File: src/rtl/uart_pkg.sv
// Shared UART definitions: parser FSM states, error codes, sync marker
// and the baud/timeout sizing formulas used across the UART blocks.
package uart_pkg;

  typedef enum logic [2:0] {
    ST_IDLE,
    ST_ADDR,
    ST_DHI,
    ST_DLO,
    ST_CSUM
  } state_e;

  localparam logic [1:0] ERR_NONE    = 2'd0;
  localparam logic [1:0] ERR_CSUM    = 2'd1;
  localparam logic [1:0] ERR_TIMEOUT = 2'd2;

  localparam logic [7:0] SYNC_DEFAULT = 8'hAA;

  // Clock cycles per bit minus one; the rx/tx bit counters wrap here.
  function automatic int baud_cnt_max(input int clk_freq,
                                      input int bps);
    return (clk_freq / bps) - 1;
  endfunction

  // A character is 10 bit times (start + 8 data + stop).
  function automatic int timeout_cycles(input int nbytes,
                                        input int clk_freq,
                                        input int bps);
    return nbytes * 10 * (baud_cnt_max(clk_freq, bps) + 1);
  endfunction

endpackage

File: src/rtl/uart_gap_timer.sv
// Inter-byte gap timer: counts idle cycles and flags the terminal count.
// Ports: clk_i, rst_i (sync, high), clear_i, enable_i, expire_o.
module uart_gap_timer #(
  parameter int CYC = 200
) (
  input  logic clk_i,
  input  logic rst_i,
  input  logic clear_i,
  input  logic enable_i,
  output logic expire_o
);

  localparam int CW = $clog2(CYC + 1);
  localparam logic [CW-1:0] LAST = CW'(CYC - 1);

  logic [CW-1:0] cnt_q;
  logic [CW-1:0] cnt_d;

  // A clear (new byte) on the terminal cycle suppresses the expiry.
  assign expire_o = enable_i && !clear_i && (cnt_q == LAST);

  always_comb begin
    cnt_d = cnt_q;
    if (clear_i || expire_o) begin
      cnt_d = '0;
    end else if (enable_i) begin
      cnt_d = cnt_q + 1'b1;
    end
  end

  always_ff @(posedge clk_i) begin
    if (rst_i) begin
      cnt_q <= '0;
    end else begin
      cnt_q <= cnt_d;
    end
  end

endmodule

File: src/rtl/uart_cmd_parser.sv
// Frames SYNC/ADDR/DHI/DLO/CSUM packets from the UART rx byte stream and
// issues register writes or error strobes.
// Ports: sys_clk, sys_rst (sync, high), in_data/in_valid byte stream,
// reg_wr_en/reg_addr/reg_wr_data write port, err_valid/err_code, busy.
module uart_cmd_parser
  import uart_pkg::*;
#(
  parameter int         CLK_FREQ      = 50_000_000,
  parameter int         UART_BPS      = 9600,
  parameter int         TIMEOUT_BYTES = 4,
  parameter logic [7:0] SYNC_BYTE     = SYNC_DEFAULT
) (
  input  logic        sys_clk,
  input  logic        sys_rst,
  input  logic [7:0]  in_data,
  input  logic        in_valid,
  output logic        reg_wr_en,
  output logic [7:0]  reg_addr,
  output logic [15:0] reg_wr_data,
  output logic        err_valid,
  output logic [1:0]  err_code,
  output logic        busy
);

  localparam int TIMEOUT_CYC =
    timeout_cycles(TIMEOUT_BYTES, CLK_FREQ, UART_BPS);

  state_e      state_q, state_d;
  logic [7:0]  addr_q, addr_d;
  logic [7:0]  dhi_q, dhi_d;
  logic [7:0]  dlo_q, dlo_d;
  logic [7:0]  csum_q, csum_d;
  logic        wr_en_q, wr_en_d;
  logic [7:0]  raddr_q, raddr_d;
  logic [15:0] rdata_q, rdata_d;
  logic        err_q, err_d;
  logic [1:0]  code_q, code_d;
  logic        gap_expire;
  logic        gap_clear;

  assign busy      = (state_q != ST_IDLE);
  assign gap_clear = (state_q == ST_IDLE) || in_valid;

  uart_gap_timer #(
    .CYC(TIMEOUT_CYC)
  ) u_gap (
    .clk_i   (sys_clk),
    .rst_i   (sys_rst),
    .clear_i (gap_clear),
    .enable_i(busy),
    .expire_o(gap_expire)
  );

  always_comb begin
    state_d = state_q;
    addr_d  = addr_q;
    dhi_d   = dhi_q;
    dlo_d   = dlo_q;
    csum_d  = csum_q;
    wr_en_d = 1'b0;
    raddr_d = raddr_q;
    rdata_d = rdata_q;
    err_d   = 1'b0;
    code_d  = code_q;
    unique case (state_q)
      ST_IDLE: begin
        if (in_valid && (in_data == SYNC_BYTE)) begin
          state_d = ST_ADDR;
        end
      end
      ST_ADDR: begin
        if (in_valid) begin
          addr_d  = in_data;
          csum_d  = in_data;
          state_d = ST_DHI;
        end
      end
      ST_DHI: begin
        if (in_valid) begin
          dhi_d   = in_data;
          csum_d  = csum_q ^ in_data;
          state_d = ST_DLO;
        end
      end
      ST_DLO: begin
        if (in_valid) begin
          dlo_d   = in_data;
          csum_d  = csum_q ^ in_data;
          state_d = ST_CSUM;
        end
      end
      ST_CSUM: begin
        if (in_valid) begin
          state_d = ST_IDLE;
          if (in_data == csum_q) begin
            wr_en_d = 1'b1;
            raddr_d = addr_q;
            rdata_d = {dhi_q, dlo_q};
          end else begin
            err_d  = 1'b1;
            code_d = ERR_CSUM;
          end
        end
      end
      default: state_d = ST_IDLE;
    endcase
    // Expiry only fires with no byte present, so it never
    // collides with the checksum decision above.
    if (gap_expire) begin
      state_d = ST_IDLE;
      err_d   = 1'b1;
      code_d  = ERR_TIMEOUT;
    end
  end

  always_ff @(posedge sys_clk) begin
    if (sys_rst) begin
      state_q <= ST_IDLE;
      addr_q  <= '0;
      dhi_q   <= '0;
      dlo_q   <= '0;
      csum_q  <= '0;
      wr_en_q <= 1'b0;
      raddr_q <= '0;
      rdata_q <= '0;
      err_q   <= 1'b0;
      code_q  <= ERR_NONE;
    end else begin
      state_q <= state_d;
      addr_q  <= addr_d;
      dhi_q   <= dhi_d;
      dlo_q   <= dlo_d;
      csum_q  <= csum_d;
      wr_en_q <= wr_en_d;
      raddr_q <= raddr_d;
      rdata_q <= rdata_d;
      err_q   <= err_d;
      code_q  <= code_d;
    end
  end

  assign reg_wr_en   = wr_en_q;
  assign reg_addr    = raddr_q;
  assign reg_wr_data = rdata_q;
  assign err_valid   = err_q;
  assign err_code    = code_q;

endmodule

File: config.mk
export PLATFORM = sky130hd
export DESIGN_NAME = uart_cmd_parser
export DESIGN_NICKNAME = d
export VERILOG_FILES = /design/src/rtl/uart_pkg.sv /design/src/rtl/uart_gap_timer.sv /design/src/rtl/uart_cmd_parser.sv
export SDC_FILE = /design/constraint.sdc
export NUM_CORES = 1
export LEC_CHECK = 0
export ABC_AREA = 1
export CAP_MARGIN = 20
export CORE_MARGIN = 2
export CORE_UTILIZATION = 55
export DETAILED_ROUTE_END_ITERATION = 6
export GPL_ROUTABILITY_DRIVEN = 0
export GPL_TIMING_DRIVEN = 0
export PLACE_DENSITY = 0.78
export RECOVER_POWER = 100
export REMOVE_ABC_BUFFERS = 1
export SYNTH_ARGS = -nofsm -noshare
export SYNTH_HDL_FRONTEND = slang
export SYNTH_SLANG_ARGS = --single-unit
File: constraint.sdc
create_clock -name sys_clk -period 1.8 [get_ports sys_clk]
set_input_delay 0.36 -clock sys_clk [delete_from_list [all_inputs] [get_ports sys_clk]]
set_output_delay 0.36 -clock sys_clk [all_outputs]
set_load 0.1 [all_outputs]
==> results of run 1 <==
==> layout make-up <==
| class | instances | area (sq um) | area share |
|---|---|---|---|
| inverters | 74 | 282 | 0.0629 |
| flip-flops and latches | 81 | 1620 | 0.363 |
| multi-input cells | 336 | 1700 | 0.379 |
| repair buffers | 53 | 546 | 0.122 |
| repair inverters | 1 | 5.00 | 0.00112 |
| clock buffers | 9 | 124 | 0.0277 |
| clock inverters | 7 | 104 | 0.0232 |
| well taps | 77 | 96.3 | 0.0215 |
==> power groups by stage <==
stage          combinational, uW  sequential (uW)  clock, uW
4_1_cts                      116             1790       1520
2_1_floorplan               44.1             1830          0
5_1_grt                      135             1790       1590
3_3_place_gp                96.7             1830          0
3_5_place_dp                 104             1830          0
6_report                     125             1790       1510
==> critical path, stage by stage <==
cell and delay [ps]:
sky130_fd_sc_hd__clkdlybuf4s50_1 510, sky130_fd_sc_hd__xnor2_1 280, sky130_fd_sc_hd__nand2_1 130, sky130_fd_sc_hd__nor2_4 150, sky130_fd_sc_hd__buf_4 180, sky130_fd_sc_hd__nand3_4 180, sky130_fd_sc_hd__nor2_1 150, sky130_fd_sc_hd__nor2_1 50
==> registers in the layout, indices dropped and copies added, names as in the netlist <==
name         count
state_q          3
reg_wr_data     16
err_code         2
csum_q           8
u_gap.cnt_q     18
dhi_q            8
err_valid        1
reg_addr         8
reg_wr_en        1
dlo_q            8
addr_q           8
==> how the worst max path moves through the flow <==
| stage | startpoint | to | cells past startpoint | slack (ps) |
|---|---|---|---|---|
| floorplan | state_q[0] | u_gap.cnt_q[15] | 8 | -390 |
| global placement | sys_rst | u_gap.cnt_q[13] | 4 | -1450 |
| detailed placement | sys_rst | u_gap.cnt_q[13] | 4 | -890 |
| CTS | in_data[0] | reg_wr_data[7] | 7 | -20 |
| global route | in_data[7] | reg_wr_data[6] | 8 | -40 |
| finish | in_data[7] | reg_wr_data[8] | 8 | 50 |
==> cells in the mapped netlist <==
master                     count
sky130_fd_sc_hd__nand4_4       1
sky130_fd_sc_hd__xor2_1        4
sky130_fd_sc_hd__dfxtp_1      81
sky130_fd_sc_hd__nand4_1       5
sky130_fd_sc_hd__buf_6         2
sky130_fd_sc_hd__nor4_1        1
sky130_fd_sc_hd__nand3_2       2
sky130_fd_sc_hd__o22ai_1       1
sky130_fd_sc_hd__nor3_2        1
sky130_fd_sc_hd__nand2_1     105
sky130_fd_sc_hd__o21ai_0      35
sky130_fd_sc_hd__a21oi_1      35
sky130_fd_sc_hd__xnor2_1      12
sky130_fd_sc_hd__nor2_2        3
sky130_fd_sc_hd__inv_2         3
sky130_fd_sc_hd__buf_4         1
sky130_fd_sc_hd__or2_0         1
sky130_fd_sc_hd__nor3b_2       1
sky130_fd_sc_hd__nor2_4        1
sky130_fd_sc_hd__nand3b_1      1
sky130_fd_sc_hd__nor3_4        1
sky130_fd_sc_hd__nor2_1       86
sky130_fd_sc_hd__ha_1          1
sky130_fd_sc_hd__o21bai_1      1
sky130_fd_sc_hd__nor3_1       14
sky130_fd_sc_hd__clkbuf_1      8
sky130_fd_sc_hd__nor3b_1       6
sky130_fd_sc_hd__buf_2         5
sky130_fd_sc_hd__inv_1        71
sky130_fd_sc_hd__buf_1         1
sky130_fd_sc_hd__nand3_1      15
==> kinds of logic (layout without fill, tap and decap cells) <==
| logic type | Yosys count | after routing | share of synthesized area |
|---|---|---|---|
| buf+inv | 91 | 144 | 0.103 |
| xor+xnor | 16 | 16 | 0.0392 |
| compound gates | 72 | 72 | 0.102 |
| flops | 81 | 81 | 0.454 |
| fa+ha+maj | 1 | 1 | 0.00350 |
| simple gates | 244 | 247 | 0.299 |
==> through the flow <==
| stage | setup WS, ps | util |
|---|---|---|
| finish | 53.7 | 0.709 |
| global route | -37.8 | 0.709 |
| CTS | -17.2 | 0.691 |
| detailed placement | -889 | 0.633 |
| global placement | -1450 | 0.629 |
| floorplan | -387 | - |
==> what timing repair did <==
item | 4_1_cts | 5_1_grt
pin swaps | 3 | 4
cloned | 4 | 0
setup buffers | 2 | 11
resized for setup | 105 | 7
endpoints found under the setup margin | 101 | 57
==> per-layer routing <==
| metal | share of wire | vias up | routed length (microns) | GRT usage |
|---|---|---|---|---|
| met1 | 0.46 | 1485 | 3740 | 0.315 |
| met5 | 0 | - | 0 | 0 |
| met2 | 0.47 | 97 | 3850 | 0.377 |
| met4 | 0.021 | 0 | 172 | 0.0967 |
| li1 | - | 1681 | - | - |
| met3 | 0.044 | 19 | 361 | 0.0423 |
==> load_flow_metrics.sql, run 1 <==
INSERT INTO impl_metrics (metric_group, metric, value, unit) VALUES
('layout', 'final_common_cell', 'sky130_fd_sc_hd__nand2_1', ''),
('power_and_ir_drop', 'switching_share', '0.231', ''),
('die', 'initial_cell_density_of_the_core', '0.566', ''),
('power_and_ir_drop', 'total_leakage_power', '0.00183', 'uW'),
('worst_setup_path', 'r2r_slack', '140', 'ps'),
('yosys', 'post-synth-top-area-fraction', '0.454', ''),
('layout', 'areaGrowthSynthToFinish', '25.2', '%'),
('power_and_ir_drop', 'pwr_density_cell', '765', 'mW/mm^2'),
('die', 'die_x', '84.6', 'microns'),
('die', 'design.core.area', '0.00631', 'sq mm'),
('worst_hold_path', 'hold_path.class', 'flip-flop to flip-flop', ''),
('detailed_routing', 'firstDrtPassIters', '5', ''),
('placed_design', 'dpl-instance-area', '0.00400', 'sq mm'),
('clock_network', 'tritoncts', 'built', ''),
('detailed_routing', 'overall_via_count_from_detail_route', '3282', ''),
('power_and_ir_drop', 'share_clk_of_total_power', '0.440', ''),
('power_and_ir_drop', 'power_switching', '791', 'uW'),
('global_routing', 'antenna_violations_before_repair', '0', ''),
('worst_setup_path', 'rr_worst_depth', '7', ''),
('clock_network', 'hold_buffers', '0', ''),
('layout', 'post_route_cells_drive_above_1_share', '0.153', ''),
('worst_setup_path', 'worst_flop_to_flop_path_startpoint', 'state_q[2]', ''),
('detailed_routing', 'avgViaCountPerCell', '5.14', ''),
('layout', 'insertedDiodeCount', '0', ''),
('placed_design', 'post-dp-hpwl', '4850', 'microns'),
('yosys', 'synth.largest_area_cell', 'sky130_fd_sc_hd__dfxtp_1', ''),
('clock_network', 'clock_sink_count', '81', ''),
('yosys', 'ys_types', '31', ''),
('power_and_ir_drop', 'power.combinational.fraction', '0.036', ''),
('sta', 'min_period_over_period', '0.970', ''),
('yosys', 'synth.avg_cell_area', '7.08', 'sq um'),
('sta', 'final_hold_viol_count', '0', ''),
('detailed_routing', 'detail_route.iter0.violations', '226', ''),
('worst_setup_path', 'critical_path_arrival', '2010', 'ps'),
('yosys', 'post_synth_instance_area', '0.00357', 'sq mm'),
('clock_network', 'clk_slew_on_worst_s_h_paths', '90', 'ps'),
('worst_setup_path', 'timing.critical_path.required', '2060', 'ps'),
('worst_hold_path', 'worstHoldEndpoint', 'dlo_q[5]', ''),
('placed_design', 'place.detailed.instances', '605', ''),
('sta', 'setup_viol_count_final', '0', ''),
('die', 'floorplan.die.height', '84.6', 'microns'),
('clock_network', 'cts_max_path_buffers', '2', ''),
('clock_network', 'worstSkewPairLatency', '360', 'ps'),
('sta', 'tightest_slew', '696', 'ps'),
('yosys', 'synth_cells', '505', ''),
('detailed_routing', 'postRouteAntennaNets', '0', ''),
('sta', 'max_slew_margin_vs_limit', '0.536', ''),
('layout', 'layout.cells.most_common_list', '104 x sky130_fd_sc_hd__nand2_1, 83 x sky130_fd_sc_hd__nor2_1, 80 x sky130_fd_sc_hd__dfxtp_1', ''),
('sta', 'worst_clock_skew', '9.71', 'ps'),
('status', 'outcome', 'complete, no violations', ''),
('sta', 'max_clock_freq', '0.573', 'GHz'),
('worst_hold_path', 'hold_path_depth', '2', ''),
('clock_network', 'cts_bufs_inserted', '9', ''),
('global_routing', 'pin_count_of_the_biggest_net_entering_global_routing', '27', ''),
('sta', 'slew_violations', '0', ''),
('placed_design', 'portBuffers', '39', ''),
('worst_hold_path', 'hold_start', 'dlo_q[5]', ''),
('power_and_ir_drop', 'ir_drop', '0.000595', 'V'),
('worst_setup_path', 'startpoint_type', 'input port', ''),
('die', 'die_area', '0.00716', 'sq mm'),
('power_and_ir_drop', 'power_report.internal_total', '2630', 'uW'),
('layout', 'filler_cell_count', '492', ''),
('layout', 'design.final.nets', '568', ''),
('sta', 'post-route-min-period', '1750', 'ps'),
('worst_setup_path', 'crit_fanout', '12', ''),
('power_and_ir_drop', 'total_power', '3420', 'uW'),
('worst_setup_path', 'worst-setup-path-type', 'input port to flip-flop', ''),
('clock_network', 'htreeDepth', '3', ''),
('die', 'row_count', '29', ''),
('worst_setup_path', 'critical_path.endpoint_type', 'flip-flop', ''),
('yosys', 'post_synth_main_area_contributors', 'sky130_fd_sc_hd__dfxtp_1 45%, sky130_fd_sc_hd__nand2_1 11%, sky130_fd_sc_hd__nor2_1 9.0%, sky130_fd_sc_hd__inv_1 7.5%, sky130_fd_sc_hd__a21oi_1 4.9%', '');
Power figures use the tool's default switching activity.
==> inputs of run 2 (changes only) <==
--- a/config.mk
+++ b/config.mk
@@ -12,7 +12,7 @@
 export DETAILED_ROUTE_END_ITERATION = 6
 export GPL_ROUTABILITY_DRIVEN = 0
 export GPL_TIMING_DRIVEN = 0
-export PLACE_DENSITY = 0.78
+export PLACE_DENSITY_LB_ADDON = 0.2
 export RECOVER_POWER = 100
 export REMOVE_ABC_BUFFERS = 1
 export SYNTH_ARGS = -nofsm -noshare
==> load_flow_metrics.sql, run 2 (same netlist as run 1, synthesis figures left out) <==
INSERT INTO impl_metrics (metric_group, metric, value, unit) VALUES
('status', 'outcome', 'complete, no violations', ''),
('worst_setup_path', 'crit_fanout', '6', ''),
('sta', 'post-route-min-period', '1760', 'ps'),
('worst_hold_path', 'hold_path.class', 'flip-flop to flip-flop', ''),
('sta', 'worst_slack', '43.3', 'ps'),
('detailed_routing', 'avgViaCountPerCell', '5.15', ''),
('clock_network', 'clk_slew_on_worst_s_h_paths', '90', 'ps'),
('global_routing', 'antenna_violations_before_repair', '0', ''),
('die', 'initial_cell_density_of_the_core', '0.566', ''),
('power_and_ir_drop', 'ir_drop', '0.000473', 'V'),
('sta', 'max_slew_margin_vs_limit', '0.558', ''),
('worst_setup_path', 'timing.critical_path.required', '2050', 'ps'),
('detailed_routing', 'drt_wl_total', '8190', 'microns'),
('worst_setup_path', 'critical_path_arrival', '2010', 'ps'),
('worst_setup_path', 'rr_worst_depth', '7', ''),
('worst_setup_path', 'startpoint_type', 'input port', ''),
('placed_design', 'place_worst_setup_slack', '-876', 'ps'),
('layout', 'filler_cell_count', '497', ''),
('worst_setup_path', 'critical_path_depth', '10', ''),
('layout', 'final_common_cell', 'sky130_fd_sc_hd__nand2_1', ''),
('placed_design', 'portBuffers', '39', ''),
('die', 'design.core.area', '0.00631', 'sq mm'),
('worst_setup_path', 'r2r_slack', '130', 'ps'),
('layout', 'post-route-cell-area', '0.00447', 'sq mm'),
('power_and_ir_drop', 'total_leakage_power', '0.00183', 'uW'),
('detailed_routing', 'detail_route.iter0.violations', '220', ''),
('detailed_routing', 'wire_length_per_cell_after_detailed_routing', '12.8', 'microns'),
('worst_setup_path', 'critical_path.endpoint_type', 'flip-flop', ''),
('global_routing', 'grt-ovfl-total', '0', ''),
('global_routing', 'pin_count_of_the_biggest_net_entering_global_routing', '27', ''),
('detailed_routing', 'firstDrtPassIters', '6', ''),
('placed_design', 'place.detailed.instances', '605', ''),
('layout', 'top_register', 'u_gap.cnt_q', ''),
('worst_setup_path', 'critical_path.max_stage_delay', '550', 'ps'),
('clock_network', 'tritoncts', 'built', ''),
('worst_setup_path', 'cpMostUsedCell', 'sky130_fd_sc_hd__nand2_1', ''),
('sta', 'setup_viol_count_final', '0', ''),
('worst_setup_path', 'critical_path_buf_inv_count', '3', ''),
('die', 'die_x', '84.6', 'microns'),
('clock_network', 'clock_sink_count', '81', ''),
('worst_setup_path', 'rr_endpoint', 'reg_wr_data[13]', ''),
('worst_hold_path', 'hold_start', 'dhi_q[4]', ''),
('layout', 'areaGrowthSynthToFinish', '25.2', '%'),
('detailed_routing', 'overall_via_count_from_detail_route', '3279', ''),
('detailed_routing', 'drc_errors', '0', ''),
('die', 'die_area', '0.00716', 'sq mm'),
('sta', 'min_period_over_period', '0.976', ''),
('layout', 'design.final.nets', '567', ''),
('clock_network', 'root_buffer', 'sky130_fd_sc_hd__clkbuf_8', ''),
('layout', 'post-route-util', '0.709', ''),
('clock_network', 'cts_max_path_buffers', '2', ''),
('clock_network', 'cts_bufs_inserted', '9', ''),
('global_routing', 'grt_pass1_vias', '2893', ''),
('sta', 'max_clock_freq', '0.569', 'GHz'),
('clock_network', 'worstSkewPairLatency', '350', 'ps'),
('worst_setup_path', 'worst_path_max_delay_cell', 'sky130_fd_sc_hd__clkdlybuf4s50_1', ''),
('global_routing', 'grt_use_total', '0.220', ''),
('worst_hold_path', 'worstHoldEndpoint', 'dhi_q[4]', ''),
('placed_design', 'post-dp-hpwl', '4780', 'microns'),
('flow_run', 'max_cap_violations', '0', ''),
('worst_setup_path', 'worst_flop_to_flop_path_startpoint', 'state_q[0]', ''),
('layout', 'multi_input_comb_area', '0.00171', 'sq mm'),
('layout', 'finalNonFillerCells', '637', ''),
('placed_design', 'dpl-instance-area', '0.00400', 'sq mm'),
('die', 'row_count', '29', ''),
('global_routing', 'grt_first_pass_wirelength', '12800', 'microns'),
('sta', 'slew_violations', '0', ''),
('power_and_ir_drop', 'pwr_density_cell', '731', 'mW/mm^2'),
('clock_network', 'htreeDepth', '3', ''),
('layout', 'post_route_cells_drive_above_1_share', '0.146', ''),
('detailed_routing', 'postRouteAntennaNets', '0', ''),
('worst_setup_path', 'critical_path.top_delay_family', 'buffers and inverters', ''),
('die', 'floorplan.die.height', '84.6', 'microns'),
('sta', 'final_hold_viol_count', '0', ''),
('layout', 'largest_reg_flops', '18', ''),
('worst_setup_path', 'critical_path_cell_by_cell', 'clkdlybuf4s50_1 -> inv_2 -> nand2_1 -> nand2_1 -> nand2_1 -> nor2_4 -> buf_12 -> nand3_2 -> nor2_1 -> nor2_1', ''),
('worst_setup_path', 'worst-setup-path-type', 'input port to flip-flop', ''),
('sta', 'worst_clock_skew', '11.4', 'ps'),
('layout', 'area.sequential', '0.00162', 'sq mm'),
('worst_hold_path', 'hold_path_depth', '2', ''),
('sta', 'tightest_slew', '664', 'ps'),
('layout', 'insertedDiodeCount', '0', ''),
('layout', 'layout.cells.most_common_list', '104 x sky130_fd_sc_hd__nand2_1, 84 x sky130_fd_sc_hd__nor2_1, 80 x sky130_fd_sc_hd__dfxtp_1', ''),
('die', 'io_pins', '40', '');
-- run 2: how the worst max path moves through the flow --
stage                     startpoint              end  slack [ps]
after floorplan           state_q[0]  u_gap.cnt_q[15]        -390
after global placement       sys_rst   u_gap.cnt_q[9]       -1370
after detailed placement     sys_rst   u_gap.cnt_q[9]        -880
after CTS                   in_valid        csum_q[6]           7
after global routing      state_q[0]  reg_wr_data[11]          -5
final                     in_data[4]  reg_wr_data[10]          40
-- run 2: cell type report --
| class | count | area share |
|---|---|---|
| clock buffers | 9 | 0.0277 |
| repair buffers | 50 | 0.124 |
| inverters | 74 | 0.0629 |
| repair inverters | 1 | 0.00112 |
| flip-flops and latches | 81 | 0.363 |
| clock inverters | 7 | 0.0173 |
| well taps | 77 | 0.0215 |
| multi-input cells | 338 | 0.383 |
-- run 2: tightest hold or removal path, stage by stage, from the launching register on --
cell	delay, ps
sky130_fd_sc_hd__dfxtp_1	320
sky130_fd_sc_hd__inv_1	50
sky130_fd_sc_hd__a21oi_1	50
-- run 2: report_power, final --
group / switching [uW] / internal (uW)
clock network: 696 / 653
logic: 80.9 / 48.5
registers: 0.481 / 1790
-- run 2: layer usage --
| layer | wire length [microns] | share of wire | track usage |
|---|---|---|---|
| met5 | 0 | 0 | 0 |
| met4 | 173 | 0.021 | 0.0866 |
| met3 | 443 | 0.054 | 0.0433 |
| met2 | 3740 | 0.46 | 0.351 |
| met1 | 3830 | 0.47 | 0.295 |
-- run 2: metrics by stage --
step	total power (uW)	hold WS (ps)	setup TNS, ps
global placement	1930	433	-70880
global route	3370	469	-4.77
detailed placement	1940	434	-52080
finish	3270	448	0
CTS	3280	449	0
floorplan	1880	426	-7570
-- run 2: timing repair --
item | in CTS | in global routing
setup endpoints to repair | 103 | 55
pin swaps | 3 | 5
cloned | 4 | 2
buffers inserted | 4 | 6
resized for setup | 102 | 8
hold buffers | 0 | 0
==> inputs of run 3 (changes only) <==
--- a/config.mk
+++ b/config.mk
@@ -8,12 +8,12 @@
 export ABC_AREA = 1
 export CAP_MARGIN = 20
 export CORE_MARGIN = 2
-export CORE_UTILIZATION = 55
+export CORE_UTILIZATION = 30
 export DETAILED_ROUTE_END_ITERATION = 6
 export GPL_ROUTABILITY_DRIVEN = 0
 export GPL_TIMING_DRIVEN = 0
 export PLACE_DENSITY_LB_ADDON = 0.2
-export RECOVER_POWER = 100
+export RECOVER_POWER = 50
 export REMOVE_ABC_BUFFERS = 1
 export SYNTH_ARGS = -nofsm -noshare
 export SYNTH_HDL_FRONTEND = slang
==> load_flow_metrics.sql, run 3 (same netlist as run 1, synthesis figures left out) <==
INSERT INTO impl_metrics (metric_group, metric, value, unit) VALUES
('worst_setup_path', 'critical_path_cell_by_cell', 'clkdlybuf4s50_1 -> xnor2_2 -> nand2_1 -> nor2_4 -> buf_12 -> nand3_4 -> nor2_1 -> nor2_1', ''),
('layout', 'layout.cells.most_common_list', '104 x sky130_fd_sc_hd__nand2_1, 85 x sky130_fd_sc_hd__nor2_1, 81 x sky130_fd_sc_hd__dfxtp_1', ''),
('detailed_routing', 'detail_route.iter0.violations', '147', ''),
('power_and_ir_drop', 'power_report.internal_total', '2930', 'uW'),
('sta', 'final_hold_viol_count', '0', ''),
('detailed_routing', 'drc_errors', '4', ''),
('clock_network', 'clk_slew_on_worst_s_h_paths', '60', 'ps'),
('layout', 'final_common_cell', 'sky130_fd_sc_hd__nand2_1', ''),
('layout', 'post_route_cells_drive_above_1_share', '0.138', ''),
('global_routing', 'pin_count_of_the_biggest_net_entering_global_routing', '25', ''),
('die', 'initial_cell_density_of_the_core', '0.310', ''),
('clock_network', 'htreeDepth', '3', ''),
('layout', 'insertedDiodeCount', '0', ''),
('die', 'io_pins', '40', ''),
('die', 'die_area', '0.0128', 'sq mm'),
('clock_network', 'worstSkewPairLatency', '340', 'ps'),
('layout', 'post-route-util', '0.401', ''),
('detailed_routing', 'firstDrtPassIters', '6', ''),
('worst_setup_path', 'critical_path.max_stage_delay', '580', 'ps'),
('layout', 'areaGrowthSynthToFinish', '29.3', '%'),
('flow_run', 'max_cap_violations', '0', ''),
('sta', 'rsz0062_at_grt', 'no', ''),
('power_and_ir_drop', 'ir_drop', '0.000352', 'V'),
('global_routing', 'grt-ovfl-total', '0', ''),
('detailed_routing', 'overall_via_count_from_detail_route', '3107', ''),
('worst_setup_path', 'critical_path_arrival', '1910', 'ps'),
('layout', 'design.final.nets', '563', ''),
('layout', 'largest_reg_flops', '18', ''),
('sta', 'setup_viol_count_final', '0', ''),
('worst_setup_path', 'crit_fanout', '13', ''),
('sta', 'max_clock_freq', '0.594', 'GHz'),
('global_routing', 'grt_first_pass_wirelength', '13800', 'microns'),
('detailed_routing', 'wire_length_per_cell_after_detailed_routing', '11.9', 'microns'),
('detailed_routing', 'postRouteAntennaNets', '0', ''),
('layout', 'post-route-cell-area', '0.00462', 'sq mm'),
('sta', 'fin_setup_tns', '0', 'ps'),
('worst_setup_path', 'startpoint_type', 'input port', ''),
('power_and_ir_drop', 'switching_share', '0.226', ''),
('sta', 'min_period_over_period', '0.936', ''),
('power_and_ir_drop', 'pwr_density_cell', '819', 'mW/mm^2'),
('power_and_ir_drop', 'total_leakage_power', '0.00185', 'uW'),
('layout', 'multi_input_comb_area', '0.00169', 'sq mm'),
('layout', 'top_register', 'u_gap.cnt_q', ''),
('sta', 'post-route-min-period', '1680', 'ps'),
('worst_setup_path', 'critical_path.top_delay_family', 'buffers and inverters', ''),
('placed_design', 'portBuffers', '39', ''),
('sta', 'hold_slack', '441', 'ps'),
('worst_setup_path', 'critical_path.endpoint_type', 'flip-flop', ''),
('global_routing', 'grt_use_total', '0.137', ''),
('worst_setup_path', 'worst_path_max_delay_cell', 'sky130_fd_sc_hd__clkdlybuf4s50_1', ''),
('clock_network', 'cts_max_path_buffers', '2', ''),
('global_routing', 'antenna_violations_before_repair', '0', ''),
('placed_design', 'post-dp-hpwl', '5120', 'microns'),
('status', 'outcome', 'complete, but fails checks', ''),
('power_and_ir_drop', 'power.share.sequential', '0.474', ''),
('worst_setup_path', 'timing.critical_path.required', '2030', 'ps'),
('placed_design', 'place.detailed.instances', '671', ''),
('worst_setup_path', 'critical_path_buf_inv_count', '2', ''),
('sta', 'worst_clock_skew', '7.43', 'ps'),
('layout', 'filler_cell_count', '1208', ''),
('worst_setup_path', 'worst-setup-path-type', 'input port to flip-flop', ''),
('die', 'design.core.area', '0.0115', 'sq mm'),
('detailed_routing', 'avgViaCountPerCell', '4.44', ''),
('clock_network', 'root_buffer', 'sky130_fd_sc_hd__clkbuf_16', ''),
('clock_network', 'tritoncts', 'built', ''),
('worst_setup_path', 'cpMostUsedCell', 'sky130_fd_sc_hd__nor2_1', ''),
('die', 'floorplan.die.height', '113', 'microns'),
('die', 'die_x', '113', 'microns'),
('clock_network', 'cts_bufs_inserted', '9', ''),
('clock_network', 'clock_sink_count', '81', ''),
('status', 'violated_checks', 'DRC', ''),
('die', 'row_count', '39', ''),
('power_and_ir_drop', 'share_clk_of_total_power', '0.492', ''),
('power_and_ir_drop', 'power.combinational.fraction', '0.034', ''),
('sta', 'tightest_slew', '695', 'ps'),
('placed_design', 'dpl-instance-area', '0.00408', 'sq mm'),
('detailed_routing', 'drt_wl_total', '8290', 'microns'),
('power_and_ir_drop', 'power_switching', '855', 'uW'),
('worst_hold_path', 'hold_path.class', 'flip-flop to flip-flop', ''),
('layout', 'finalNonFillerCells', '699', ''),
('layout', 'area.sequential', '0.00162', 'sq mm'),
('global_routing', 'grt_pass1_vias', '2754', ''),
('sta', 'slew_violations', '0', ''),
('sta', 'max_slew_margin_vs_limit', '0.536', '');
-- run 3: cell count changes in the layout (fill, tap and decap cells not counted), sizes merged --
cell / change
nand3: -2
clkdlybuf4s15: +1
dlygate4sd2: -1
clkdlybuf4s50: +1
buf: -2
dlymetal6s2s: -1
-- run 3: path summary, 6_finish.rpt --
check	startpoint	endpoint	slack, ps	cells past startpoint
max	in_data[7]	reg_wr_data[8]	120	8
max reg2reg	state_q[2]	csum_q[4]	150	6
min reg2reg	dlo_q[7]	dlo_q[7]	440	2
min	dlo_q[7]	dlo_q[7]	440	2
-- run 3: cell type report --
class | instances | share of cell area
clock buffers | 9 | 0.0487
clock inverters | 7 | 0.0168
inverters | 74 | 0.0609
multi-input cells | 336 | 0.366
flip-flops and latches | 81 | 0.351
well taps | 143 | 0.0387
repair buffers | 48 | 0.117
repair inverters | 1 | 0.00162
-- run 3: worst register-to-register path, stage by stage, from the launching register on --
cell and delay, ps:
sky130_fd_sc_hd__dfxtp_1 340, sky130_fd_sc_hd__inv_1 220, sky130_fd_sc_hd__nand3_1 150, sky130_fd_sc_hd__nor2_1 220
sky130_fd_sc_hd__clkbuf_2 330, sky130_fd_sc_hd__o22ai_1 100, sky130_fd_sc_hd__nor3b_1 150
-- run 3: metal layers --
metal	global-route usage	vias up	wire length, microns
li1	-	1676	-
met1	0.175	1371	3980
met2	0.216	47	3790
met3	0.0445	13	370
met4	0.0463	0	144
met5	0	-	0
-- run 3: power by group through the flow --
stage                     sequential [uW]  clock, uW  combinational (uW)
after floorplan                      1830          0                44.1
after global placement               1830          0                99.5
after detailed placement             1830          0                 106
after CTS                            1790       1910                 123
after global routing                 1790       2010                 140
final                                1790       1860                 128
-- run 3: per-stage QoR --
| step | setup WS, ps | power, uW |
|---|---|---|
| final | 116 | 3780 |
| after global routing | 2.29 | 3940 |
| after CTS | 28.9 | 3820 |
| after detailed placement | -1040 | 1940 |
| after global placement | -1520 | 1930 |
| after floorplan | -387 | 1880 |
-- run 3: repair_timing --
action / in CTS / in global routing
setup buffers: 6 / 2
endpoints found under the setup margin: 106 / 50
hold buffers: 0 / 0
pin swaps: 4 / 2
gates cloned: 4 / 0
gates resized for setup: 103 / 9
hold endpoints to repair: 0 / 0
